## config.mk

```make
export PLATFORM = sky130hd
export DESIGN_NAME = data_memory_ctrl
export DESIGN_NICKNAME = d
export VERILOG_FILES = /design/src/rtl/data_memory_ctrl_pkg.sv /design/src/rtl/data_memory_ctrl_array.sv /design/src/rtl/data_memory_ctrl.sv
export SDC_FILE = /design/constraint.sdc
export NUM_CORES = 1
export LEC_CHECK = 0
export BUFFER_PORTS_ARGS = -buffer_cell sky130_fd_sc_hd__clkbuf_2
export CAP_MARGIN = 20
export CORE_ASPECT_RATIO = 1.4
export CORE_MARGIN = 2
export CORE_UTILIZATION = 43
export CTS_CLUSTER_SIZE = 16
export DETAILED_ROUTE_END_ITERATION = 10
export PLACE_DENSITY = 0.55
export SLEW_MARGIN = 20
export SYNTH_ARGS = -nofsm -noshare
export SYNTH_HDL_FRONTEND = slang
export SYNTH_SLANG_ARGS = --single-unit
```

## constraint.sdc

```tcl
create_clock -name clk -period 3.5 [get_ports clk]
set_input_delay 0.35 -clock clk [delete_from_list [all_inputs] [get_ports clk]]
set_output_delay 0.35 -clock clk [all_outputs]
set_load 0.05 [all_outputs]
```

## src/rtl/data_memory_ctrl_pkg.sv

```systemverilog
// Shared types and default geometry for the MEM-stage data memory controller.
package mem_pkg;

  typedef enum logic [1:0] {
    IDLE = 2'd0,
    WAIT = 2'd1,
    RESP = 2'd2
  } state_t;

  localparam int DEF_DATA_W = 32;
  localparam int DEF_DEPTH  = 16;
  localparam int BYTES      = DEF_DATA_W / 8;
  localparam int OFF_W      = $clog2(BYTES);
  localparam int IDX_W      = $clog2(DEF_DEPTH);

endpackage

```

## src/rtl/data_memory_ctrl_array.sv

```systemverilog
// DEPTH x DATA_W word storage with byte-lane writes and a registered read port.
module mem_array_be #(
  parameter int DATA_W = 32,
  parameter int DEPTH  = 16,
  parameter int IDX_W  = 4
) (
  input  logic                  clk,
  input  logic                  rst_n,
  input  logic                  wr_en,
  input  logic                  rd_en,
  input  logic [IDX_W-1:0]      idx,
  input  logic [DATA_W-1:0]     wdata,
  input  logic [DATA_W/8-1:0]   be,
  output logic [DATA_W-1:0]     rdata
);

  localparam int LANES = DATA_W / 8;

  logic [DATA_W-1:0] mem [DEPTH];

  // storage is intentionally left out of reset
  always_ff @(posedge clk) begin
    if (wr_en) begin
      for (int i = 0; i < LANES; i++) begin
        if (be[i]) mem[idx][8*i +: 8] <= wdata[8*i +: 8];
      end
    end
  end

  always_ff @(posedge clk or negedge rst_n) begin
    if (!rst_n) rdata <= '0;
    else if (rd_en) rdata <= mem[idx];
  end

endmodule

```

## src/rtl/data_memory_ctrl.sv

```systemverilog
// MEM-stage data memory: valid/ready request side, programmable wait states,
// one-cycle response pulse carrying load data and an address error flag.
//
// state | meaning
// IDLE  | ready for a new request
// WAIT  | request latched, burning wait cycles
// RESP  | rsp_valid pulse; store committed / load data registered on entry
module data_memory_ctrl
  import mem_pkg::*;
#(
  parameter int DATA_W      = 32,
  parameter int DEPTH       = 16,
  parameter int ADDR_W      = 32,
  parameter int WAIT_CYCLES = 1
) (
  input  logic                  clk,
  input  logic                  rst_n,
  input  logic                  req_valid,
  output logic                  req_ready,
  input  logic                  req_write,
  input  logic [ADDR_W-1:0]     req_addr,
  input  logic [DATA_W-1:0]     req_wdata,
  input  logic [DATA_W/8-1:0]   req_be,
  output logic                  rsp_valid,
  output logic [DATA_W-1:0]     rsp_rdata,
  output logic                  rsp_err,
  output logic                  busy
);

  localparam int LANES     = DATA_W / 8;
  localparam int OFF_SHIFT = $clog2(LANES);
  localparam int IDX_BITS  = $clog2(DEPTH);
  localparam logic [3:0] WAIT_INIT = (WAIT_CYCLES > 0) ? 4'(WAIT_CYCLES - 1) : 4'd0;
  localparam logic [ADDR_W-1:0] OFF_MASK = ADDR_W'(LANES - 1);

  state_t state, state_nxt;
  logic [3:0] cnt;

  logic              lat_write;
  logic [ADDR_W-1:0] lat_addr;
  logic [DATA_W-1:0] lat_wdata;
  logic [LANES-1:0]  lat_be;

  logic              cur_write;
  logic [ADDR_W-1:0] cur_addr;
  logic [DATA_W-1:0] cur_wdata;
  logic [LANES-1:0]  cur_be;
  logic [ADDR_W-1:0] word_full;

  logic accept, go_resp, misaligned, out_of_range, err;
  logic wr_en, rd_en, rdata_sel;
  logic [DATA_W-1:0] arr_rdata;

  assign accept = req_valid && (state == IDLE);

  // with zero wait states the commit happens on the accept edge, before the latch is loaded
  assign cur_write = (state == IDLE) ? req_write : lat_write;
  assign cur_addr  = (state == IDLE) ? req_addr  : lat_addr;
  assign cur_wdata = (state == IDLE) ? req_wdata : lat_wdata;
  assign cur_be    = (state == IDLE) ? req_be    : lat_be;

  assign word_full    = cur_addr >> OFF_SHIFT;
  assign misaligned   = (cur_addr & OFF_MASK) != '0;
  assign out_of_range = word_full >= ADDR_W'(DEPTH);
  assign err          = misaligned || out_of_range;

  assign go_resp = (state_nxt == RESP);
  assign wr_en   = go_resp && cur_write && !err;
  assign rd_en   = go_resp && !cur_write && !err;

  always_ff @(posedge clk or negedge rst_n) begin
    if (!rst_n) state <= IDLE;
    else        state <= state_nxt;
  end

  always_comb begin
    state_nxt = state;
    case (state)
      IDLE: if (accept) state_nxt = (WAIT_CYCLES == 0) ? RESP : WAIT;
      WAIT: if (cnt == 4'd0) state_nxt = RESP;
      RESP: state_nxt = IDLE;
      default: state_nxt = IDLE;
    endcase
  end

  always_ff @(posedge clk or negedge rst_n) begin
    if (!rst_n) begin
      cnt <= 4'd0;
    end else if (accept) begin
      cnt <= WAIT_INIT;
    end else if (state == WAIT && cnt != 4'd0) begin
      cnt <= cnt - 4'd1;
    end
  end

  always_ff @(posedge clk or negedge rst_n) begin
    if (!rst_n) begin
      lat_write <= 1'b0;
      lat_addr  <= '0;
      lat_wdata <= '0;
      lat_be    <= '0;
    end else if (accept) begin
      lat_write <= req_write;
      lat_addr  <= req_addr;
      lat_wdata <= req_wdata;
      lat_be    <= req_be;
    end
  end

  always_ff @(posedge clk or negedge rst_n) begin
    if (!rst_n) begin
      rsp_err   <= 1'b0;
      rdata_sel <= 1'b0;
    end else if (go_resp) begin
      rsp_err   <= err;
      rdata_sel <= !cur_write && !err;
    end
  end

  mem_array_be #(
    .DATA_W (DATA_W),
    .DEPTH  (DEPTH),
    .IDX_W  (IDX_BITS)
  ) u_array (
    .clk   (clk),
    .rst_n (rst_n),
    .wr_en (wr_en),
    .rd_en (rd_en),
    .idx   (word_full[IDX_BITS-1:0]),
    .wdata (cur_wdata),
    .be    (cur_be),
    .rdata (arr_rdata)
  );

  assign rsp_rdata = rdata_sel ? arr_rdata : '0;
  assign rsp_valid = (state == RESP);
  assign req_ready = (state == IDLE);
  assign busy      = (state != IDLE);

endmodule
```

# Yosys cells after proc, flatten, opt, wreduce, memory -nomap -nowiden
# Memory sizes are Yosys's and may differ from the RTL's. A register that Yosys moved wholly into a read port is not among the register bits.
# Cells that the tools add are included.
# Widths: inputs -> output; s select.
[word_totals]
ff_bits = 77
mem_count = 1
mem_bits_rw = 512
latchBits = 0
in_bits = 72
out_inout_bits = 36
elab_cells = 53
mem_bits_ro = 0
[op_classes]
multipliers = 0
eq_ne = 3
div = 0
n_shift = 0
reduce_logical = 17
order_cmp = 1
n_addsub = 1
n_mux = 22
bitwise = 0
[mem_list]
columns = ["name", "words", "width", "rd", "rd_ports_with_merged_regs", "wr", "line", "rtl"]
rows = [
  ["u_array.mem", 16, 32, 1, 1, 1, "data_memory_ctrl_array.sv:19", "logic [DATA_W-1:0] mem [DEPTH];"],
]
[ops]
columns = ["cell", "count"]
rows = [
  ["$mux 32", 3],
  ["$reduce_bool 32->1", 1],
  ["$ge 30x5->1 const B", 1],
  ["$mux 1", 13],
  ["$mux 4", 3],
  ["$logic_and 1x1->1", 7],
  ["$eq 2x2->1 const B", 2],
  ["$logic_not 4->1", 1],
  ["$mux 2", 2],
  ["$pmux 2 s2", 1],
  ["$reduce_bool 2->1", 2],
  ["$reduce_bool 4->1", 1],
  ["$sub 4x1->4 const B", 1],
  ["$logic_not 1->1", 3],
  ["$eq 2x1->1 const B", 1],
  ["$logic_not 2->1", 1],
  ["$logic_or 1x1->1", 1],
]

# Longest topological paths before layout
# Gate-level depths: netlist (run 1).
[depth]
word_depth = 9
depth_mapped = 10
ltp_nobuf = 8

# Hierarchy
# Synthesis (run 1) repeated with hierarchy kept, for this count alone.
[hier_totals]
hier_cells = 1615
area_unflattened_um2 = 24967.7
[modules_own_cells]
columns = ["mod", "cells_each", "area_per_inst_um2", "seq_area_each_um2", "n_inst"]
rows = [
  ["mem_array_be", 1183, 21095.2, 16175.5, 1],
  ["data_memory_ctrl", 432, 3872.5, 1926.8, 1],
]

# Worst setup path before layout (run 1)
# No wires, ideal clock.
[synth_timing]
kind = "flip-flop to flip-flop"
startpoint = "register cnt[0]"
endpoint = "memory u_array.mem[15][16], enable pin"
setup_time_ns = 0.383
required_ns = 3.117
arrival_time_ns = 2.148
path_slack_ns = 0.969
path_stages_with_launch = 9
n_path_buf = 0
cell_sequence = "dfrtp_1 -> inv_1 -> ha_1 -> nor3b_1 -> nand2_1 -> nor3_1 -> nand3_1 -> a21o_1 -> nor3_1"
[synth_between]
elab_chain_cells = 8
[synth_lines]
columns = ["element", "line", "rtl"]
rows = [
  ["start: declaration", "data_memory_ctrl.sv:37", "logic [3:0] cnt;"],
  ["start signal: assignment", "data_memory_ctrl.sv:92", "cnt <= cnt - 4'd1;"],
  ["$logic_not 4->1", "data_memory_ctrl.sv:80", "WAIT: if (cnt == 4'd0) state_nxt = RESP;"],
  ["$mux 2", "data_memory_ctrl.sv:80", ""],
  ["$pmux 2 s2", "data_memory_ctrl.sv:78", "case (state)"],
  ["$eq 2x2->1", "data_memory_ctrl.sv:67", "assign go_resp = (state_nxt == RESP);"],
  ["$logic_and 1x1->1 (2 in series)", "data_memory_ctrl.sv:68", "assign wr_en = go_resp && cur_write && !err;"],
  ["$mux 1", "data_memory_ctrl_array.sv:23", "if (wr_en) begin"],
  ["$mux 1 (implied by the code)", "data_memory_ctrl_array.sv:25", "if (be[i]) mem[idx][8*i +: 8] <= wdata[8*i +: 8];"],
  ["end: declaration", "data_memory_ctrl_array.sv:19", ""],
]
# No other way between the ends.

# Worst setup path after layout (run 1)
[layout_timing]
startpoint = "register state[1]"
endpoint = "memory u_array.mem[15][16], enable pin"
[layout_between]
elab_chain_cells = 9
elab_cells_between_ends = 19
[layout_lines]
columns = ["element", "line", "rtl"]
rows = [
  ["start: declaration", "data_memory_ctrl.sv:36", "state_t state, state_nxt;"],
  ["start signal: assignment", "data_memory_ctrl.sv:73", "else state <= state_nxt;"],
  ["branches (longest 9 deep; another with $ge 30x5->1)", "n/a", ""],
]
# Parallel ways; which one is timed is not known.

==> impl_results.md, run 1 <==
- Hold depth: 2
- R2R depth: 7
- Drt initial violations: 990
- CP Launch Type: flip-flop
- Least-Margin Pin Slew: 801 ps
- Rows: 102
- Placement Setup Slack: 405 ps
- Post-synthesis adder-cell area fraction: 0.0523%
- Die width: 203 um
- Worst hold margin: 42.0 ps
- Top FF cell, synth: edfxtp_1
- Worst slew margin: 46.6%
- Sw Pwr: 8150 uW
- Fmax: 0.333 GHz
- Synth Area in Compound Gates: 12.9%
- Logic pwr share: 32.0%
- Global-route wire length before repair: 87900 um
- R2r setup slk: 500 ps
- Slew Viols, Final: 0
- Commonest non-fill, non-tap cells in the layout: edfxtp_1 (512), nand2_1 (129), a22o_1 (128)
- Post-synthesis mux area share: 3.29%
- Reg2reg end: u_array.mem[15][16]$_DFFE_PP_
- Routed wire per std cell: 23.9 um
- GPL Wtd Cong: 0.746
- DP HPWL: 36000 um
- Clk sinks: 621
- Max-cap violations: 0
- Post-Synth Simple-Gate Area: 5.76%
- Clk pwr share: 26.5%
- Setup violators final: 0
- Setup_tns: 0 ps
- Int Power: 16200 uW
- Post-synth ARST share: 17.6%
- Critical path class: flip-flop to flip-flop
- Initial core utilization: 43.4%
- DRC: 0
- Final Hold Fails: 0
- Crit. Startpoint: state[1]$_DFF_PN0_
- Reg power frac: 41.5%
- Most common cell after layout, fill and taps aside: edfxtp_1
- Clk_lat worst skew: 610 ps
- RSZ-0062 raised after global routing: no
- Initial antenna violation count: 0
- Fin nets: 1768
- Arr. time, crit path: 3310 ps
- Drt first pass iters: 5
- Total track usage: 20.5%
- Post-route clock period utilization: 85.7%
- Register area share after synthesis: 75.7%
- Port buffer count: 107
- Area of the core: 55100 um^2
- Pin count of the biggest net entering global routing: 66
- Clk buf depth: 3
- Cells after DPL: 2298
- CTS tree: done
- Worst Hold Class: input port to flip-flop
- Area contributors post-synth: edfxtp_1 (64%), dfrtp_1 (11%), a22o_1 (4.7%), a221oi_1 (4.5%), mux2_2 (3.2%)
- Synthesized net count: 1541
- CTS buffer count: 59
- Worst flop-to-flop path startpoint: state[1]$_DFF_PN0_
- WHS Endpoint: lat_addr[17]$_DFFE_PN0P_
- Top cell type's share of synthesized area: 64.3%
- Mapped cell area: 23900 um^2
- Pwr Density: 856 nW/um^2
- CP Capture Type: flip-flop
- Die area: 57500 um^2
- Ant diodes: 0
- Fraction of layout instances using a drive strength above 1: 21.5%
- Post-Route WL: 59100 um
- Final worst path period need: 3000 ps
- Post-route antenna net violation count: 0
- Overflow left after global routing: 0
- Mean Syn Cell Area: 16.3 um^2
- Vias: 13907
- Min setup slack post-route: 501 ps
- EDFF count, synth: 512
- Skew final: 11.5 ps
- Max FO, Critical Path: 18
- Post-Syn Instances: 1468
- Clk slew on worst S/H paths: 60 ps
- Peak supply drop: 829 uV
- Synth warn: 0
- Synthesis-to-finish area growth: 18.9%
- Startpoint of the worst hold path: req_addr[17]
- CTS Root Cell: clkbuf_16
- Leakage power: 0.0101 uW
- Cell taking the most area after synthesis: edfxtp_1
- Io pins: 108
- Synth cell types: 44
- Via count of the first global-routing pass: 13872
- FF+latch count, synth: 621
- Die height: 283 um
- Finished Layout Cells: 2473
- Sw frac: 33.5%
- Outcome: finished clean
- Req. time, crit path: 3810 ps
- Via/cell ratio: 5.62
- Xor and xnor fraction of the mapped netlist area: 0.110%
- Largest family of logic cells by synthesized area: compound AO/OA/AOI/OAI gates
- CTS HTree Levels: 2
-- state kept, by name (all words and copies together) (netlist names) --
signal	count
lat_write	1
state	2
cnt	4
lat_wdata	32
u_array.mem	512
lat_addr	32
rsp_err	1
lat_be	4
u_array.rdata	32
rdata_sel	1
-- worst max path at each step --
| stage | to | depth (start not counted) | slack [ps] |
|---|---|---|---|
| after floorplan | u_array.mem[15][16]$_DFFE_PP_ | 8 | 970 |
| after global placement | u_array.mem[15][6]$_DFFE_PP_ | 8 | 370 |
| after detailed placement | u_array.mem[15][20]$_DFFE_PP_ | 8 | 400 |
| after CTS | u_array.mem[15][19]$_DFFE_PP_ | 7 | 470 |
| after global routing | u_array.mem[13][0]$_DFFE_PP_ | 7 | 280 |
| final | u_array.mem[15][16]$_DFFE_PP_ | 7 | 500 |
-- stage by stage --
stage               power, uW  area [um^2]  utilization, %
finish                  24300        28400            51.5
global route            25500        28400            51.5
CTS                     24600        28400            51.5
detailed placement      18100        25800            46.8
global placement        17900        25800            46.8
floorplan               15200        23900               -
-- layer usage --
metal / GRT usage (%) / wire length [um] / up-vias
met2: 35.4 / 30200 / 394
met1: 26.7 / 24600 / 7064
li1: - / - / 6357
met3: 2.96 / 2690 / 92
met4: 6.17 / 1500 / 0
met5: 0 / 0 / -
-- timing repair --
action | CTS | global route
hold buffers | 64 | 0
resized for setup | 0 | 0
hold endpoints to repair | 109 | 0
buffers inserted | 0 | 0
-- kinds of logic after synthesis --
group	after synthesis
multiplexers	70
AND/OR/NAND/NOR	296
adder cells (fa/ha/maj)	1
AO/OA/AOI/OAI	368
buffers and inverters	109
flip-flops	621
XOR/XNOR	3
-- cells in the mapped netlist, drive strengths merged, types with 2 or more instances --
cell type    n
edfxtp     512
nand2      129
a221oi     128
a22o       128
dfrtp      109
mux2        69
nor2        64
o22ai       64
buf         55
clkbuf      45
nand2b      34
and2        33
o31a        33
nor4        10
inv          8
nor3         8
a21o         4
a31oi        3
nand3        3
nand4        3
nor2b        3
nor3b        3
o21ai        3
o31ai        2
or2          2
or4          2
xor2         2
-- critical path, cell delays in order (launching register included) --
cell and delay, ps:
dfrtp_1 390, or2_4 380, buf_4 280, mux2i_1 390, nand3_1 350, a21o_1 420, nor3_1 260, buf_4 220
-- power groups by stage --
stage	clock network, uW	logic, uW	registers (uW)
floorplan	0	5080	10100
global placement	0	7700	10200
detailed placement	0	7830	10200
CTS	6610	7890	10100
global route	6890	8460	10200
finish	6450	7790	10100
-- final cells by class --
class,instances,area [um^2]
clock inverter,31,320
fill,4598,26700
inverter,9,35.0
tap,728,911
multi-input combinational,738,5360
clock buffer,80,1660
timing repair buffer,266,2030
sequential,621,18100
No activity file was read; power rests on OpenSTA's default activity.
==> inputs of run 2 (changes only) <==
Settings changed: CELL_PAD_IN_SITES_DETAIL_PLACEMENT set to 2, CELL_PAD_IN_SITES_GLOBAL_PLACEMENT set to 2, PLACE_DENSITY 0.55 to 0.72, SYNTH_HIERARCHICAL set to 1.
==> impl_results.md, run 2 <==
- Die width: 208 um
- Clk buf depth: 3
- Outcome: finished clean
- Mean Syn Cell Area: 15.5 um^2
- Top FF cell, synth: edfxtp_1
- Worst Hold Class: input port to flip-flop
- Mapped cell area: 25000 um^2
- Critical path class: flip-flop to flip-flop
- Total track usage: 26.5%
- Most common cell after layout, fill and taps aside: edfxtp_1
- Peak supply drop: 407 uV
- Cell taking the most area after synthesis: edfxtp_1
- Drt initial violations: 1049
- Fmax: 0.300 GHz
- Routed wire per std cell: 29.7 um
- Leakage power: 0.0108 uW
- Area of the core: 57500 um^2
- Synthesized net count: 1688
- Global-route wire length before repair: 117000 um
- Top cell type's share of synthesized area: 61.6%
- Synth cell types: 44
- Clk pwr share: 33.8%
- Least-Margin Pin Slew: 1090 ps
- Rows: 104
- Final Hold Fails: 0
- Arr. time, crit path: 3870 ps
- Placed cell areas: 26700 um^2
- Vias: 15254
- Commonest non-fill, non-tap cells in the layout: edfxtp_1 (512), nand2_1 (234), mux2i_1 (193)
- Final Instance Area: 29200 um^2
- EDFF count, synth: 512
- CTS buffer count: 60
- Skew final: 16.7 ps
- Die area: 60000 um^2
- Setup_tns: 0 ps
- Initial core utilization: 43.4%
- Die height: 289 um
- Gates resized, CTS repair: 0
- Io pins: 108
- CP Launch Type: flip-flop
- Final worst path period need: 3330 ps
- Req. time, crit path: 4040 ps
- Pwr Density: 622 nW/um^2
- Post-Syn Instances: 1615
- Worst slew margin: 27.4%
- R2r setup slk: 170 ps
- Post-route antenna net violation count: 0
- Register area share after synthesis: 72.5%
- Clk slew on worst S/H paths: 60 ps
- DP HPWL: 52300 um
- Drt first pass iters: 6
- Fraction of layout instances using a drive strength above 1: 20.2%
- Area contributors post-synth: edfxtp_1 (62%), dfrtp_1 (11%), mux2i_1 (7.7%), nand2_1 (3.5%), mux4_2 (2.9%)
- Pin count of the biggest net entering global routing: 79
- CTS tree: done
- Post-synth ARST share: 17.6%
- Via count of the first global-routing pass: 17294
- CTS HTree Levels: 2
- Synthesis-to-finish area growth: 16.9%
- RSZ-0062 raised after global routing: no
- Post-synth top cells: edfxtp_1 (512), nand2_1 (235), mux2i_1 (193), dfrtp_1 (109), nor2_1 (87)
- Largest Register: u_array/mem
- Overflow left after global routing: 0
- CTS Root Cell: clkbuf_16
- Reg power frac: 47.7%
- Fin nets: 1928
- Most common cell in the netlist: edfxtp_1
- Post-Route WL: 78700 um
- Max-cap violations: 0
- Post-route clock period utilization: 95.2%
- Sw frac: 28.7%
- Via/cell ratio: 5.76
- Initial antenna violation count: 0
- Fill cell count: 5301
- Slew Viols, Final: 0
- GPL Wtd Cong: 0.798
- DRC: 0
- Clk sinks: 621
- Max reg flops: 512
- Max FO, Critical Path: 22
- Setup violators final: 0
- Synth warn: 6
- FF+latch count, synth: 621
- Int Power: 13000 uW
- Port buffer count: 107
- CP Capture Type: flip-flop
- Clk_lat worst skew: 630 ps
- Logic pwr share: 18.5%
- Sw Pwr: 5200 uW
## run 2: cell types whose count changed in the layout (fill, tap and decap cells not counted), sizes merged, moves of 23 or more
cell and delta:
mux4 +32, nor3 +39, nor2 +23, mux2i +192
a221oi -115, a22o -128, nand2 +106, a31oi +29
mux2 -27, o31a -33, nand2b -31
## run 2: power by group through the flow
stage | Sequential, uW | Clock [uW] | Combinational (uW)
floorplan | 8760 | 0 | 2060
global placement | 8790 | 0 | 3150
detailed placement | 8820 | 0 | 3300
CTS | 8660 | 6240 | 3380
global route | 8690 | 6480 | 3560
finish | 8660 | 6130 | 3360
## run 2: path summary, 6_finish.rpt
check                                    startpoint                           end  depth (start not counted)
max in group asynchronous                     rst_n     lat_wdata[26]$_DFFE_PN0P_                          3
hold / removal                        req_wdata[19]     lat_wdata[19]$_DFFE_PN0P_                          3
setup / recovery                 state[1]$_DFF_PN0_  u_array/rdata[5]$_DFFE_PN0P_                          7
min in group asynchronous                     rst_n     lat_wdata[20]$_DFFE_PN0P_                          2
setup reg to reg                 state[1]$_DFF_PN0_  u_array/rdata[5]$_DFFE_PN0P_                          7
hold reg to reg            lat_wdata[2]$_DFFE_PN0P_      lat_wdata[2]$_DFFE_PN0P_                          2
## run 2: cells by family (layout without fill, tap and decap cells)
kind of cell	after synthesis	in the layout	synth area share, %
DFF	621	621	72.5
muxes	267	267	12.5
and+or+nand+nor	468	468	8.25
adders and majority gates	1	1	0.0501
other	0	1	0
xor gates and xnor gates	3	3	0.105
buffers and inverters	109	398	2.64
AOI/OAI and AO/OA	146	146	3.93
## run 2: cell type report
type,instances,area (um^2),area share (%)
Clock buffer,83,1650,5.65
Tap cell,742,928,3.18
Sequential cell,621,18100,62.0
Inverter,4,17.5,0.0600
Antenna cell,1,2.50,0.00857
Timing Repair Buffer,283,2070,7.10
Clock inverter,28,163,0.557
Multi-Input combinational cell,885,6250,21.4
## run 2: worst max-delay path, cell delays in order, from the launching register on
cell      delay [ps]
dfrtp_1          390
or2_1            350
inv_4            190
mux2_2           530
nand3b_1         840
o22ai_1          580
nor2_1           130
a31oi_1          220
## run 2: layer usage
metal  global-route usage (%)  vias to the layer above  wire (um)
met5                        0                        -          0
met2                     49.6                      427      42300
met4                     8.48                        0       2290
li1                         -                     6575          -
met1                     32.0                     8126      31200
met3                     3.14                      126       2980
## run 2: timing repair
item / 4_1_cts / 5_1_grt
hold endpoints to repair: 143 / 0
buffers inserted: 0 / 0
hold buffers: 68 / 0
## run 2: through the flow
step,instances,setup WS (ps),util (%),total power [uW],hold WS (ps)
after floorplan,1615,280,-,10800,54.4
final,2647,167,50.7,18200,28.0
after CTS,2646,148,50.7,18300,13.8
after detailed placement,2467,240,46.4,12100,453
after global placement,2467,406,46.4,11900,454
after global routing,2646,28.1,50.7,18700,43.2
